--- src/rtl/fan_pkg.sv ---
// Shared constants and helpers for the multi-channel fan PWM / tach controller.
`timescale 1ns/1ps
`default_nettype none

package fan_pkg;

  localparam int DEF_PWM_W    = 8;
  localparam int DEF_TACH_W   = 11;
  localparam int DEF_TACH_MAX = 'h3FF;

  // Common duty presets for an 8-bit duty field.
  localparam logic [DEF_PWM_W-1:0] FAN_PCT_0   = 8'd0;
  localparam logic [DEF_PWM_W-1:0] FAN_PCT_25  = 8'd64;
  localparam logic [DEF_PWM_W-1:0] FAN_PCT_50  = 8'd128;
  localparam logic [DEF_PWM_W-1:0] FAN_PCT_75  = 8'd192;
  localparam logic [DEF_PWM_W-1:0] FAN_PCT_100 = 8'd255;

  // Ceiling log2, never below 1 so it can size a vector directly.
  function automatic int fan_clog2(input int value);
    int res;
    res = 0;
    for (int i = 0; i < 31; i++) begin
      if ((1 << i) < value) res = i + 1;
    end
    return (res < 1) ? 1 : res;
  endfunction

endpackage

`default_nettype wire

--- src/rtl/fan_tach_ch.sv ---
// One tach channel: synchroniser, glitch filter, edge detect, window counter and stall qualifier.
`timescale 1ns/1ps
`default_nettype none

module fan_tach_ch
  import fan_pkg::*;
#(
  parameter int TACH_W    = DEF_TACH_W,
  parameter int TACH_MAX  = DEF_TACH_MAX,
  parameter int FILT_CYC  = 4,
  parameter int STALL_WIN = 3
) (
  input  logic              clk,
  input  logic              rst_n,
  input  logic              tach,
  input  logic              win_tick,
  input  logic              update,
  input  logic              fan_on,
  input  logic [TACH_W-1:0] stall_thr,
  output logic [TACH_W-1:0] tach_cnt,
  output logic              present,
  output logic              stall
);

  localparam int FW = fan_clog2(FILT_CYC + 1);
  localparam int LW = fan_clog2(STALL_WIN + 1);
  localparam logic [FW-1:0]     FILT_LAST = FW'(FILT_CYC - 1);
  localparam logic [LW-1:0]     LOW_MAX   = LW'(STALL_WIN);
  localparam logic [TACH_W-1:0] CNT_MAX   = TACH_W'(TACH_MAX);

  logic              sync1;
  logic              sync2;
  logic              filt;
  logic              filt_d;
  logic [FW-1:0]     stab;
  logic [TACH_W-1:0] win_cnt;
  logic [LW-1:0]     low_cnt;
  logic [LW-1:0]     low_inc;
  logic              edge_pulse;
  logic              low_win;

  assign edge_pulse = filt & ~filt_d;
  assign low_win    = win_cnt < stall_thr;
  assign low_inc    = (low_cnt == LOW_MAX) ? LOW_MAX : low_cnt + LW'(1);

  // The filtered level only follows the synchronised input once it has
  // disagreed for FILT_CYC consecutive cycles.
  always_ff @(posedge clk or negedge rst_n) begin
    if (!rst_n) begin
      sync1  <= 1'b0;
      sync2  <= 1'b0;
      filt   <= 1'b0;
      filt_d <= 1'b0;
      stab   <= '0;
    end else begin
      sync1  <= tach;
      sync2  <= sync1;
      filt_d <= filt;
      if (sync2 == filt) begin
        stab <= '0;
      end else if (stab == FILT_LAST) begin
        filt <= sync2;
        stab <= '0;
      end else begin
        stab <= stab + FW'(1);
      end
    end
  end

  // An edge coinciding with the window boundary belongs to the new window.
  always_ff @(posedge clk or negedge rst_n) begin
    if (!rst_n) begin
      win_cnt <= '0;
    end else if (win_tick) begin
      win_cnt <= TACH_W'(edge_pulse);
    end else if (edge_pulse && (win_cnt != CNT_MAX)) begin
      win_cnt <= win_cnt + TACH_W'(1);
    end
  end

  always_ff @(posedge clk or negedge rst_n) begin
    if (!rst_n) begin
      tach_cnt <= '0;
      present  <= 1'b0;
      stall    <= 1'b0;
      low_cnt  <= '0;
    end else if (update) begin
      tach_cnt <= win_cnt;
      present  <= |win_cnt;
      if (!fan_on) begin
        low_cnt <= '0;
        stall   <= 1'b0;
      end else if (low_win) begin
        low_cnt <= low_inc;
        stall   <= (low_inc == LOW_MAX);
      end else begin
        low_cnt <= '0;
        stall   <= 1'b0;
      end
    end
  end

endmodule

`default_nettype wire

--- src/rtl/fan_pwm_tach_mc.sv ---
// Multi-channel fan controller: shared PWM period counter, per-fan PWM compare and tach monitor.
`timescale 1ns/1ps
`default_nettype none

module fan_pwm_tach_mc
  import fan_pkg::*;
#(
  parameter int NUM_FANS  = 4,
  parameter int PWM_W     = DEF_PWM_W,
  parameter int TACH_W    = DEF_TACH_W,
  parameter int TACH_MAX  = DEF_TACH_MAX,
  parameter int FILT_CYC  = 4,
  parameter int STALL_WIN = 3
) (
  input  logic                       i_clk,
  input  logic                       i_rst_n,
  input  logic                       i_pwm_tick,
  input  logic                       i_win_tick,
  input  logic [PWM_W-1:0]           i_pwm_period,
  input  logic [NUM_FANS*PWM_W-1:0]  i_pwm_duty,
  input  logic [TACH_W-1:0]          i_stall_thr,
  input  logic [NUM_FANS-1:0]        i_fan_tach,
  output logic [NUM_FANS-1:0]        o_pwm,
  output logic [NUM_FANS*TACH_W-1:0] o_tach_cnt,
  output logic                       o_tach_valid,
  output logic [NUM_FANS-1:0]        o_fan_present,
  output logic [NUM_FANS-1:0]        o_fan_stall,
  output logic                       o_fan_fail_any
);

  logic [PWM_W-1:0]    pwm_cnt;
  logic [NUM_FANS-1:0] pwm_next;
  logic [NUM_FANS-1:0] fan_on;
  logic                seen_win;
  logic                win_update;

  // Wrap on >= so that lowering the period below the current count still
  // returns to zero on the next tick.
  always_ff @(posedge i_clk or negedge i_rst_n) begin
    if (!i_rst_n) begin
      pwm_cnt <= '0;
    end else if (i_pwm_tick) begin
      pwm_cnt <= (pwm_cnt >= i_pwm_period) ? '0 : pwm_cnt + PWM_W'(1);
    end
  end

  // The first window after reset is partial and never published.
  assign win_update = i_win_tick & seen_win;

  generate
    for (genvar n = 0; n < NUM_FANS; n++) begin : g_ch
      logic [PWM_W-1:0] duty;
      assign duty        = i_pwm_duty[n*PWM_W +: PWM_W];
      assign fan_on[n]   = |duty;
      assign pwm_next[n] = fan_on[n] && ((duty >= i_pwm_period) || (pwm_cnt < duty));

      fan_tach_ch #(
        .TACH_W    (TACH_W),
        .TACH_MAX  (TACH_MAX),
        .FILT_CYC  (FILT_CYC),
        .STALL_WIN (STALL_WIN)
      ) u_tach (
        .clk       (i_clk),
        .rst_n     (i_rst_n),
        .tach      (i_fan_tach[n]),
        .win_tick  (i_win_tick),
        .update    (win_update),
        .fan_on    (fan_on[n]),
        .stall_thr (i_stall_thr),
        .tach_cnt  (o_tach_cnt[n*TACH_W +: TACH_W]),
        .present   (o_fan_present[n]),
        .stall     (o_fan_stall[n])
      );
    end
  endgenerate

  always_ff @(posedge i_clk or negedge i_rst_n) begin
    if (!i_rst_n) begin
      o_pwm        <= '0;
      o_tach_valid <= 1'b0;
      seen_win     <= 1'b0;
    end else begin
      o_pwm        <= pwm_next;
      o_tach_valid <= win_update;
      if (i_win_tick) seen_win <= 1'b1;
    end
  end

  assign o_fan_fail_any = |o_fan_stall;

endmodule

`default_nettype wire
--- config.mk ---
export PLATFORM = sky130hd
export DESIGN_NAME = fan_pwm_tach_mc
export DESIGN_NICKNAME = d
export VERILOG_FILES = /design/src/rtl/fan_pkg.sv /design/src/rtl/fan_tach_ch.sv /design/src/rtl/fan_pwm_tach_mc.sv
export SDC_FILE = /design/constraint.sdc
export NUM_CORES = 1
export LEC_CHECK = 0
export CAP_MARGIN = 20
export CORE_ASPECT_RATIO = 2
export CORE_MARGIN = 5
export CORE_UTILIZATION = 56
export DETAILED_ROUTE_END_ITERATION = 12
export GPL_TIMING_DRIVEN = 0
export PLACE_DENSITY_LB_ADDON = 0.12
export SYNTH_ARGS = -nofsm -noshare
export SYNTH_HDL_FRONTEND = slang
export SYNTH_SLANG_ARGS = --single-unit
--- constraint.sdc ---
create_clock -name i_clk -period 2.65 [get_ports i_clk]
set_input_delay 0.265 -clock i_clk [delete_from_list [all_inputs] [get_ports i_clk]]
set_output_delay 0.265 -clock i_clk [all_outputs]
set_load 0.02 [all_outputs]
==> results of run 1 <==
-- placed cells by master, fill, tap and decap left out, drive strengths merged, types with 3 or more instances in the layout --
cell | netlist | routed
a211oi | 11 | 11
a21o | 27 | 27
a21oi | 38 | 38
a31oi | 6 | 6
and4b | 4 | 4
buf | 15 | 17
clkbuf | 13 | 34
clkdlybuf4s50 | 0 | 114
clkinv | 1 | 5
clkinvlp | 0 | 3
dfrtp | 146 | 146
ha | 121 | 121
inv | 68 | 71
mux2 | 4 | 4
mux2i | 3 | 3
nand2 | 150 | 150
nand2b | 18 | 18
nand3 | 21 | 21
nand4 | 26 | 26
nor2 | 59 | 59
nor2b | 15 | 15
nor3 | 17 | 17
nor3b | 7 | 7
nor4 | 10 | 10
nor4b | 5 | 5
o2111ai | 3 | 3
o21a | 4 | 4
o21ai | 30 | 30
o311ai | 3 | 3
o31ai | 10 | 10
or3 | 10 | 10
or4 | 12 | 12
xnor2 | 19 | 19
xor2 | 14 | 14
-- per-layer routing --
layer	GRT usage [%]	share of wire (%)
met3	4.96	5.4
met4	11.0	2.9
met2	41.7	49
met5	0	0
met1	32.1	42
-- what timing repair did --
action                                 in CTS  in global routing
resized for setup                           0                  0
endpoints found under the hold margin      47                  0
setup endpoints to repair                   0                  0
hold buffers                                1                  0
-- worst reg2reg max path, cell delays in order (launching register included) --
cell	delay, ns
sky130_fd_sc_hd__dfrtp_1	0.46
sky130_fd_sc_hd__ha_1	0.34
sky130_fd_sc_hd__a21oi_1	0.20
sky130_fd_sc_hd__nand2_1	0.08
sky130_fd_sc_hd__a2111oi_0	0.73
sky130_fd_sc_hd__nand3_1	0.24
sky130_fd_sc_hd__o21ai_0	0.25
-- logic make-up after synthesis --
group                    after synthesis  synth area share (%)
AO/OA/AOI/OAI                        155                  12.0
XOR/XNOR                              33                  3.28
adder cells (fa/ha/maj)              121                  17.2
buffers and inverters                 97                  4.53
flip-flops                           146                  41.4
multiplexers                           7                 0.851
AND/OR/NAND/NOR                      362                  20.7
-- power by group --
group          switching, mW  internal (mW)
clock network          0.962           1.30
registers              0.367           2.55
logic                   1.02          0.968
-- stage by stage --
step	hold slack (ns)	setup WS (ns)	cell area (sq um)	util, %	instances
floorplan	-0.0306	0.832	8820	-	921
global placement	0.333	-4.54	10200	65.4	1237
detailed placement	0.227	-0.0863	10200	65.6	1238
CTS	0.263	0.306	10800	69.2	1271
global route	0.267	0.0689	10800	69.2	1271
finish	0.272	0.262	10800	69.2	1271
-- how the worst max path moves through the flow --
stage	from	to	slack [ns]	depth (start not counted)
finish	g_ch[2].u_tach.win_cnt[9]$_DFFE_PN0P_	g_ch[2].u_tach.stall$_DFFE_PN0P_	0.26	6
floorplan	g_ch[1].u_tach.win_cnt[9]$_DFFE_PN0P_	g_ch[1].u_tach.low_cnt[1]$_DFFE_PN0P_	0.83	6
global route	g_ch[2].u_tach.win_cnt[9]$_DFFE_PN0P_	g_ch[2].u_tach.stall$_DFFE_PN0P_	0.07	6
detailed placement	i_stall_thr[9]	g_ch[2].u_tach.low_cnt[0]$_DFFE_PN0P_	-0.09	8
CTS	g_ch[2].u_tach.win_cnt[9]$_DFFE_PN0P_	g_ch[2].u_tach.stall$_DFFE_PN0P_	0.31	6
global placement	i_rst_n	o_pwm[3]$_DFF_PN0_	-4.54	1
-- layout make-up --
cell class                      instances  area, sq um
Inverter                               69          259
Timing Repair Buffer                  117         1190
Sequential cell                       146         3650
Clock buffer                           21          440
Fill cell                            1241         4810
Clock inverter                         11          106
Buffer                                 28          140
Multi-Input combinational cell        678         4760
Tap cell                              201          251
-- state kept, by name, summed over array words and instances, names as in the netlist --
name / count
g_ch.u_tach.tach_cnt: 44
g_ch.u_tach.win_cnt: 44
g_ch.u_tach.stab: 12
g_ch.u_tach.low_cnt: 8
pwm_cnt: 8
g_ch.u_tach.filt: 4
g_ch.u_tach.filt_d: 4
g_ch.u_tach.present: 4
g_ch.u_tach.stall: 4
g_ch.u_tach.sync1: 4
g_ch.u_tach.sync2: 4
o_pwm: 4
o_tach_valid: 1
seen_win: 1
-- cell usage after synthesis (2+ instances only) --
master,number
sky130_fd_sc_hd__o21a_1,4
sky130_fd_sc_hd__o311ai_0,2
sky130_fd_sc_hd__or3_2,2
sky130_fd_sc_hd__dfrtp_1,146
sky130_fd_sc_hd__o21ai_0,30
sky130_fd_sc_hd__nand2b_1,18
sky130_fd_sc_hd__nand4b_1,2
sky130_fd_sc_hd__inv_1,68
sky130_fd_sc_hd__nor2_1,59
sky130_fd_sc_hd__o2111ai_1,3
sky130_fd_sc_hd__or4_1,12
sky130_fd_sc_hd__o211a_1,2
sky130_fd_sc_hd__buf_1,3
sky130_fd_sc_hd__a21oi_1,38
sky130_fd_sc_hd__a21boi_0,2
sky130_fd_sc_hd__nor4b_1,3
sky130_fd_sc_hd__a22o_1,2
sky130_fd_sc_hd__buf_4,8
sky130_fd_sc_hd__nand2_1,149
sky130_fd_sc_hd__nor3_1,17
sky130_fd_sc_hd__mux2_2,4
sky130_fd_sc_hd__a41oi_1,2
sky130_fd_sc_hd__and4b_1,4
sky130_fd_sc_hd__a2111oi_0,2
sky130_fd_sc_hd__nor3b_1,7
sky130_fd_sc_hd__mux2i_1,3
sky130_fd_sc_hd__nor4_1,9
sky130_fd_sc_hd__or3_1,8
sky130_fd_sc_hd__ha_1,121
sky130_fd_sc_hd__a21o_1,27
sky130_fd_sc_hd__a31oi_1,6
sky130_fd_sc_hd__a211oi_1,11
sky130_fd_sc_hd__nor2b_1,15
sky130_fd_sc_hd__buf_2,4
sky130_fd_sc_hd__nand3_1,19
sky130_fd_sc_hd__xor2_1,14
sky130_fd_sc_hd__o22ai_1,2
sky130_fd_sc_hd__xnor2_1,19
sky130_fd_sc_hd__nand4_2,3
sky130_fd_sc_hd__clkbuf_1,13
sky130_fd_sc_hd__nand4_1,23
sky130_fd_sc_hd__o31ai_1,9
==> impl_metrics.json, run 1 <==
{
  "nNetsFinal": 1237,
  "critical_path.endpoint_type": "flip-flop",
  "worst_setup_hold_path_clk_slew_ns": 0.07,
  "reg2regPathDepth": 6,
  "r2r-end": "g_ch[2].u_tach.stall$_DFFE_PN0P_",
  "root_cell_of_the_clock_tree": "sky130_fd_sc_hd__clkbuf_16",
  "setup_viol": 0,
  "std_cell_rows": 65,
  "synth_top_flop_cell": "sky130_fd_sc_hd__dfrtp_1",
  "number_of_top_level_pins": 117,
  "setup-tns-final_ns": 0,
  "gp_congestion": 0.909,
  "die_width_um": 98.7,
  "synth.top_cells.by_area": "sky130_fd_sc_hd__dfrtp_1, sky130_fd_sc_hd__ha_1, sky130_fd_sc_hd__nand2_1, sky130_fd_sc_hd__inv_1, sky130_fd_sc_hd__nor2_1",
  "library_cells_used_by_synthesis": 68,
  "dr_pass1_iterations": 6,
  "post_synth_instance_area_sq_um": 8820,
  "via_count_of_the_first_global_routing_pass": 7599,
  "outcome": "completed",
  "synth_enable_flop_cells": 0,
  "synthesis.yosys.warnings": 0,
  "totalPowerFinal_mw": 7.16,
  "syn_to_final_growth_pct": 22.5,
  "cts_sinks": 146,
  "worst-endpoint-arrival_ns": 2.73,
  "actual_slew_at_the_worst_max_slew_pin_ns": 0.782,
  "largest_area_contributor_in_the_netlist": "sky130_fd_sc_hd__dfrtp_1",
  "cp.buffers_inverters": 0,
  "cts_tree": "built",
  "count_of_inserted_antenna_diode_cells": 0,
  "detail-route-antenna-nets": 0,
  "power_density_nw_per_um2": 662,
  "drc": 0,
  "routedWlPerCell_um": 17.8,
  "final_layout_size_suffix_gt1_share_pct": 5.89,
  "hold_path.class": "in -> reg",
  "slew_headroom_pct": 46.5,
  "maxCapViolations": 0,
  "finalCritPeriodShare_pct": 90.1,
  "place_hpwl_um": 16700,
  "max_freq_mhz": 419,
  "port_buffers": 115,
  "layout_min_cycle_time_ns": 2.39,
  "routed_via_density": 5.71,
  "htree_levels": 4,
  "die_height_um": 187,
  "worst_hold_startpoint": "i_fan_tach[3]",
  "slack_of_the_worst_reg_to_reg_path_ns": 0.26,
  "crit_path_cell_trace": "ha_1 -> a21oi_1 -> nand2_1 -> a2111oi_0 -> nand3_1 -> o21ai_0",
  "first_pass_grt_wire_length_um": 37300,
  "synth.top_cell.area_share_pct": 41.4,
  "synth_seq_cells": 146,
  "largest_voltage_drop_on_the_vdd_net_uv": 509,
  "crit_fanout": 5,
  "antenna_found_initial": 0,
  "pins_over_slew_limit": 0,
  "cts.path.max_buffers": 2,
  "p_leak_nw": 5.30,
  "initial_core_util_pct": 56.5,
  "post_synth.cell_area_avg_sq_um": 9.57,
  "postCtsSetupRepairBufs": 0,
  "cts_bufs_inserted": 17,
  "drt_wl_total_um": 22700,
  "dr_total_vias": 7260,
  "crit_required_ns": 2.99,
  "timing.clock.skew_ns": 0.0107,
  "path_class": "reg -> reg",
  "grt_max_degree": 100,
  "ys_seq_area_share_pct": 41.4,
  "synthesis.instances": 921,
  "rsz_0062_raised_after_global_routing": "no",
  "cpMaxStageDelayCell": "sky130_fd_sc_hd__a2111oi_0",
  "die-area_sq_um": 18500,
  "dr.first_iter.drc_count": 387,
  "final_hold_violation_count": 0,
  "worst_hold_path.num_cells": 1,
  "groute.usage.overall_pct": 25.3,
  "worst_hold_path.endpoint": "g_ch[3].u_tach.sync1$_DFF_PN0_",
  "placeableCoreArea_sq_um": 15600,
  "crit_path_start_kind": "flip-flop",
  "clock_latency_ns": 0.43,
  "crit_family": "compound AO/OA/AOI/OAI gates",
  "synth_fp_nets": 1101,
  "async_flop_share_pct": 100,
  "grt.overflow.total": 0,
  "worst_r2r_startpoint": "g_ch[2].u_tach.win_cnt[9]$_DFFE_PN0P_",
  "cpPeakStageDelay_ns": 0.73
}
Power figures use the tool's default switching activity.
==> inputs of run 2 (changes only) <==
ABC_AREA = 1   (was default)
CORE_UTILIZATION = 57   (was 56)
MAX_ROUTING_LAYER = met4   (was default)
==> impl_metrics.json, run 2 <==
{
  "synth_enable_flop_cells": 0,
  "syn_to_final_growth_pct": 21.7,
  "intPower_mw": 4.97,
  "root_cell_of_the_clock_tree": "sky130_fd_sc_hd__clkbuf_16",
  "routed_length_on_met2_um": 14100,
  "largest_area_contributor_in_the_netlist": "sky130_fd_sc_hd__dfrtp_1",
  "layout_min_cycle_time_ns": 2.16,
  "post_synth_instance_area_sq_um": 9380,
  "largest_registers": "g_ch.u_tach.tach_cnt: 44 flops, g_ch.u_tach.win_cnt: 44 flops, g_ch.u_tach.stab: 12 flops",
  "std_cell_rows": 66,
  "p_comb_share_pct": 29.1,
  "count_of_inserted_antenna_diode_cells": 0,
  "gp_congestion": 0.921,
  "first_pass_grt_wire_length_um": 41000,
  "crit_fanout": 3,
  "maxCapViolations": 0,
  "largest_voltage_drop_on_the_vdd_net_uv": 723,
  "slew_headroom_pct": 53.4,
  "layout_commonest_cell": "sky130_fd_sc_hd__nand2_1",
  "groute.usage.overall_pct": 28.2,
  "drc": 0,
  "max_freq_mhz": 463,
  "cts.path.max_buffers": 2,
  "synth.top_cells.by_area": "sky130_fd_sc_hd__dfrtp_1, sky130_fd_sc_hd__ha_1, sky130_fd_sc_hd__nand2_1, sky130_fd_sc_hd__inv_1, sky130_fd_sc_hd__nor2_1",
  "detail-route-antenna-nets": 0,
  "timing.clock.skew_ns": 0.00737,
  "cts_bufs_inserted": 17,
  "nNetsFinal": 1525,
  "hold_path.class": "in -> reg",
  "final_hold_violation_count": 0,
  "routed_via_density": 5.38,
  "grt_max_degree": 91,
  "crit_path_start_kind": "flip-flop",
  "dr_pass1_iterations": 5,
  "ys_seq_area_share_pct": 38.9,
  "final_layout_size_suffix_gt1_share_pct": 7.37,
  "number_of_top_level_pins": 117,
  "pins_over_slew_limit": 0,
  "die_width_um": 101,
  "outcome": "completed",
  "actual_slew_at_the_worst_max_slew_pin_ns": 0.699,
  "async_flop_share_pct": 100,
  "dpl-instance-area_sq_um": 10800,
  "library_cells_used_by_synthesis": 38,
  "cpMaxStageDelayCell": "sky130_fd_sc_hd__clkdlybuf4s50_1",
  "cp.buffers_inverters": 1,
  "switching_power_mw": 2.53,
  "worst-endpoint-arrival_ns": 1.89,
  "detailed_routing_wirelength_on_met1_um": 8960,
  "setup_viol": 0,
  "power.share.sequential_pct": 38.4,
  "layout_common_cells": "sky130_fd_sc_hd__nand2_1, sky130_fd_sc_hd__inv_1, sky130_fd_sc_hd__dfrtp_1, sky130_fd_sc_hd__nor2_1, sky130_fd_sc_hd__ha_1",
  "power_frac_clock_pct": 32.4,
  "final-instance-count-excl-fill": 1561,
  "p_leak_nw": 5.80,
  "power_density_nw_per_um2": 657,
  "fill_cells": 1383,
  "drt_wl_total_um": 25200,
  "post_synth.cell_area_avg_sq_um": 7.76,
  "synth_fp_nets": 1389,
  "via_count_of_the_first_global_routing_pass": 8497,
  "dr_total_vias": 8398,
  "placeableCoreArea_sq_um": 16300,
  "synth_commonest_cells": "sky130_fd_sc_hd__nand2_1, sky130_fd_sc_hd__inv_1, sky130_fd_sc_hd__dfrtp_1, sky130_fd_sc_hd__nor2_1, sky130_fd_sc_hd__ha_1",
  "synth_top_flop_cell": "sky130_fd_sc_hd__dfrtp_1",
  "placedCellCount": 1529,
  "cpPeakStageDelay_ns": 0.55,
  "crit_required_ns": 2.38,
  "post-synth-top-count-cell": "sky130_fd_sc_hd__nand2_1",
  "routedWlPerCell_um": 16.2,
  "worst_setup_hold_path_clk_slew_ns": 0.06,
  "synth_seq_cells": 146,
  "port_buffers": 115,
  "cts_sinks": 146,
  "die_height_um": 191,
  "crit_family": "buffers and inverters",
  "layout.cell_area.non_filler_sq_um": 11400,
  "die-area_sq_um": 19300,
  "grt.overflow.total": 0,
  "place_hpwl_um": 19900,
  "rsz_0062_raised_after_global_routing": "no",
  "critical_path.endpoint_type": "output pin",
  "synthesis.instances": 1209,
  "synthesis.yosys.warnings": 0,
  "cts_tree": "built",
  "synth.top_cell.area_share_pct": 38.9,
  "path_class": "reg -> out",
  "dr.first_iter.drc_count": 385,
  "antenna_found_initial": 0,
  "route.top_layer_used": "met4",
  "totalPowerFinal_mw": 7.50,
  "post_cts.resized_instances": 0,
  "clock_latency_ns": 0.43,
  "wire_length_on_met3_um": 964,
  "finalCritPeriodShare_pct": 81.5,
  "htree_levels": 4,
  "switching_share_pct": 33.8,
  "initial_core_util_pct": 57.7,
  "crit_path_cell_trace": "or4_1 -> clkdlybuf4s50_1"
}
[run 2: cell types whose count changed after synthesis, moves of 11 or more]
cell,previous run,this run
sky130_fd_sc_hd__nand3_1,19,50
sky130_fd_sc_hd__nor3_1,17,32
sky130_fd_sc_hd__nor2_1,59,128
sky130_fd_sc_hd__a21o_1,27,4
sky130_fd_sc_hd__xnor2_1,19,4
sky130_fd_sc_hd__or4_1,12,1
sky130_fd_sc_hd__o21ai_0,30,67
sky130_fd_sc_hd__xor2_1,14,3
sky130_fd_sc_hd__a211oi_1,11,0
sky130_fd_sc_hd__inv_1,68,165
sky130_fd_sc_hd__nor2b_1,15,0
sky130_fd_sc_hd__nand2b_1,18,0
sky130_fd_sc_hd__nand2_1,149,315
[run 2: stage by stage]
| step | util, % | setup slack, ns | hold slack (ns) | setup TNS, ns |
|---|---|---|---|---|
| final | 70.2 | 0.491 | 0.140 | 0 |
| after global routing | 70.2 | 0.434 | 0.163 | 0 |
| after CTS | 70.2 | 0.471 | 0.132 | 0 |
| after detailed placement | 66.5 | 0.328 | 0.263 | 0 |
| after global placement | 66.3 | -4.57 | 0.336 | -663.73 |
| after floorplan | - | 1.17 | -0.0306 | 0 |
[run 2: cell families after synthesis]
kind of cell	after synthesis	share of synthesized area, %
fa+ha+maj	121	16.1
simple gates	600	27.7
xor+xnor	7	0.654
compound gates	140	8.07
buf+inv	195	8.51
flops	146	38.9
[run 2: final cells by class]
class | count | area, sq um | area share, %
Clock buffer | 21 | 460 | 4.03
Tap cell | 204 | 255 | 2.23
Multi-Input combinational cell | 868 | 4930 | 43.2
Sequential cell | 146 | 3650 | 32.0
Inverter | 170 | 646 | 5.65
Timing Repair Buffer | 117 | 1190 | 10.4
Buffer | 25 | 153 | 1.34
Clock inverter | 10 | 134 | 1.17
[run 2: path summary, 6_finish.rpt]
check | start | slack (ns) | cells after the start | end
worst max-delay path | g_ch[1].u_tach.stall$_DFFE_PN0P_ | 0.49 | 2 | o_fan_fail_any
worst min-delay path | i_win_tick | 0.14 | 2 | g_ch[0].u_tach.win_cnt[10]$_DFFE_PN0P_
worst max register to register | pwm_cnt[7]$_DFFE_PN0P_ | 0.76 | 5 | pwm_cnt[7]$_DFFE_PN0P_
worst min register to register | g_ch[2].u_tach.sync1$_DFF_PN0_ | 0.35 | 0 | g_ch[2].u_tach.sync2$_DFF_PN0_
max in group asynchronous | i_rst_n | 1.46 | 3 | g_ch[3].u_tach.tach_cnt[5]$_DFFE_PN0P_
min in group asynchronous | i_rst_n | 0.36 | 2 | g_ch[2].u_tach.sync1$_DFF_PN0_
[run 2: power by group through the flow]
stage               Combinational [mW]  Sequential, mW  Clock [mW]
detailed placement                2.19            2.92           0
global placement                  2.12            2.91           0
global route                      2.50            2.92        2.57
finish                            2.19            2.88        2.43
floorplan                         1.41            2.87           0
CTS                               2.21            2.88        2.47
[run 2: metal layers]
layer / vias up / global-route usage, %
li1: 4174 / -
met5: - / -
met2: 212 / 52.1
met4: 0 / 14.7
met1: 3935 / 27.5
met3: 77 / 4.20
[run 2: what timing repair did]
| item | 4_1_cts | 5_1_grt |
|---|---|---|
| hold endpoints to repair | 56 | 0 |
| hold buffers | 1 | 0 |
| setup buffers | 0 | 0 |
[run 2: worst register-to-register path: cells and delay by family (launching register included)]
kind,cells,cell delay (ns)
AOI/OAI and AO/OA,2,0.70
adders and majority gates,1,0.37
and+or+nand+nor,2,0.16
DFF,1,0.53
==> inputs of run 3 (changes only) <==
clock period = 2 ns   (was 2.65 ns; I/O delays follow)
==> impl_metrics.json, run 3 (synthesis gave the netlist of run 2 again) <==
{
  "outcome": "completed",
  "worst_hold_path.num_cells": 2,
  "crit_path_cell_trace": "or4_1 -> dlygate4sd2_1",
  "cpMaxStageDelayCell": "sky130_fd_sc_hd__or4_1",
  "worst_hold_path.endpoint": "g_ch[0].u_tach.win_cnt[10]$_DFFE_PN0P_",
  "port_buffers": 115,
  "max_freq_mhz": 535,
  "nNetsFinal": 1525,
  "crit_path_start_kind": "flip-flop",
  "detail-route-antenna-nets": 0,
  "final-instance-count-excl-fill": 1561,
  "gp_congestion": 0.921,
  "fill_cells": 1381,
  "drc": 0,
  "grt_max_degree": 91,
  "slew_headroom_pct": 53.5,
  "critical_path.endpoint_type": "output pin",
  "setup_viol": 0,
  "layout_commonest_cell": "sky130_fd_sc_hd__nand2_1",
  "drt_wl_total_um": 25300,
  "die_height_um": 191,
  "r2r-end": "pwm_cnt[7]$_DFFE_PN0P_",
  "worst_r2r_startpoint": "pwm_cnt[7]$_DFFE_PN0P_",
  "dr_total_vias": 8408,
  "root_cell_of_the_clock_tree": "sky130_fd_sc_hd__clkbuf_16",
  "finalHoldWorstSlack_ns": 0.0756,
  "crit_required_ns": 1.80,
  "pins_over_slew_limit": 0,
  "std_cell_rows": 66,
  "via_count_of_the_first_global_routing_pass": 8497,
  "cp.buffers_inverters": 1,
  "placedCellCount": 1529,
  "hold_path.class": "in -> reg",
  "layout_common_cells": "sky130_fd_sc_hd__nand2_1, sky130_fd_sc_hd__inv_1, sky130_fd_sc_hd__dfrtp_1, sky130_fd_sc_hd__nor2_1, sky130_fd_sc_hd__ha_1",
  "clock_latency_ns": 0.43,
  "groute.usage.overall_pct": 28.2,
  "largest_voltage_drop_on_the_vdd_net_uv": 959,
  "reg2regPathDepth": 5,
  "routed_via_density": 5.39,
  "cts_tree": "built",
  "actual_slew_at_the_worst_max_slew_pin_ns": 0.698,
  "die-area_sq_um": 19300,
  "initial_core_util_pct": 57.7,
  "worst_hold_startpoint": "i_win_tick",
  "worst-endpoint-arrival_ns": 1.67,
  "postLayoutCoreUtil_pct": 70.2,
  "die_width_um": 101,
  "layout_min_cycle_time_ns": 1.87,
  "rsz_0062_raised_after_global_routing": "no",
  "cts.path.max_buffers": 2,
  "routedWlPerCell_um": 16.2,
  "maxCapViolations": 0,
  "path_class": "reg -> out",
  "syn_to_final_growth_pct": 21.8,
  "slack_of_the_worst_reg_to_reg_path_ns": 0.28,
  "dr.first_iter.drc_count": 385,
  "timing.clock.skew_ns": 0.00742,
  "antenna_found_initial": 0,
  "first_pass_grt_wire_length_um": 41000,
  "final_hold_violation_count": 0,
  "power_density_nw_per_um2": 870,
  "crit_fanout": 3,
  "p_leak_nw": 5.79,
  "count_of_inserted_antenna_diode_cells": 0,
  "htree_levels": 4,
  "placeableCoreArea_sq_um": 16300,
  "place_hpwl_um": 19900,
  "worst_setup_hold_path_clk_slew_ns": 0.06,
  "largest_registers": "g_ch.u_tach.tach_cnt: 44 flops, g_ch.u_tach.win_cnt: 44 flops, g_ch.u_tach.stab: 12 flops",
  "cts_sinks": 146,
  "postCtsSetupRepairBufs": 0,
  "grt.overflow.total": 0,
  "crit_family": "simple AND/OR/NAND/NOR gates",
  "number_of_top_level_pins": 117,
  "final_layout_size_suffix_gt1_share_pct": 7.44,
  "cts_bufs_inserted": 17,
  "finalCritPeriodShare_pct": 93.5,
  "dr_pass1_iterations": 5,
  "cpPeakStageDelay_ns": 0.51
}
run 3: cell types whose count changed in the layout (fill, tap and decap cells not counted):
cell                              before  now
sky130_fd_sc_hd__a21oi_1              45   44
sky130_fd_sc_hd__a21oi_2               2    3
sky130_fd_sc_hd__clkdlybuf4s50_1     114  113
sky130_fd_sc_hd__dlygate4sd2_1         0    1
run 3: worst max path at each step:
stage,from,cells after the start,endpoint,slack [ns]
detailed placement,i_pwm_period[0],9,pwm_cnt[7]$_DFFE_PN0P_,-0.26
floorplan,pwm_cnt[1]$_DFFE_PN0P_,8,pwm_cnt[2]$_DFFE_PN0P_,0.52
finish,g_ch[1].u_tach.stall$_DFFE_PN0P_,2,o_fan_fail_any,0.13
CTS,pwm_cnt[7]$_DFFE_PN0P_,5,pwm_cnt[7]$_DFFE_PN0P_,0.05
global route,g_ch[1].u_tach.stall$_DFFE_PN0P_,2,o_fan_fail_any,0.07
global placement,i_rst_n,1,g_ch[3].u_tach.tach_cnt[2]$_DFFE_PN0P_,-5.15
run 3: timing repair:
item | CTS | global route
hold buffers | 1 | 0
resized for setup | 1 | 1
hold endpoints to repair | 56 | 0
setup endpoints to repair | 1 | 4
run 3: layout make-up:
class                   count  area (sq um)  area share (%)
multi-input cells         868          4930            43.2
clock inverters            10           134            1.17
well taps                 204           255            2.23
repair buffers            117          1190            10.4
inverters                 170           646            5.65
plain buffers              25           153            1.34
clock buffers              21           460            4.03
flip-flops and latches    146          3650            32.0
run 3: power by group:
| part | switching, mW | internal [mW] |
|---|---|---|
| sequential | 0.443 | 3.37 |
| combinational | 1.70 | 1.20 |
| clock | 1.21 | 2.01 |
| total | 3.36 | 6.58 |
run 3: per-layer routing:
metal	vias to the layer above	GRT usage (%)	share of wire (%)
li1	4172	-	-
met1	3938	27.5	35
met2	221	52.1	56
met3	77	4.20	3.9
met4	0	14.7	4.9
met5	-	-	0
run 3: worst reg2reg max path, stage by stage (launching register included):
cell and delay [ns]:
sky130_fd_sc_hd__dfrtp_1 0.53, sky130_fd_sc_hd__ha_1 0.38, sky130_fd_sc_hd__nand2_1 0.06, sky130_fd_sc_hd__o21a_1 0.21, sky130_fd_sc_hd__a21oi_2 0.32, sky130_fd_sc_hd__nor2_1 0.09
run 3: through the flow:
step | total power [mW] | setup TNS (ns) | setup slack, ns | cell area, sq um
CTS | 10.0 | 0 | 0.0546 | 11400
global placement | 6.67 | -750.34 | -5.15 | 10800
global route | 10.6 | 0 | 0.0748 | 11400
finish | 9.94 | 0 | 0.130 | 11400
floorplan | 5.68 | 0 | 0.524 | 9380
detailed placement | 6.77 | -1.35 | -0.257 | 10800
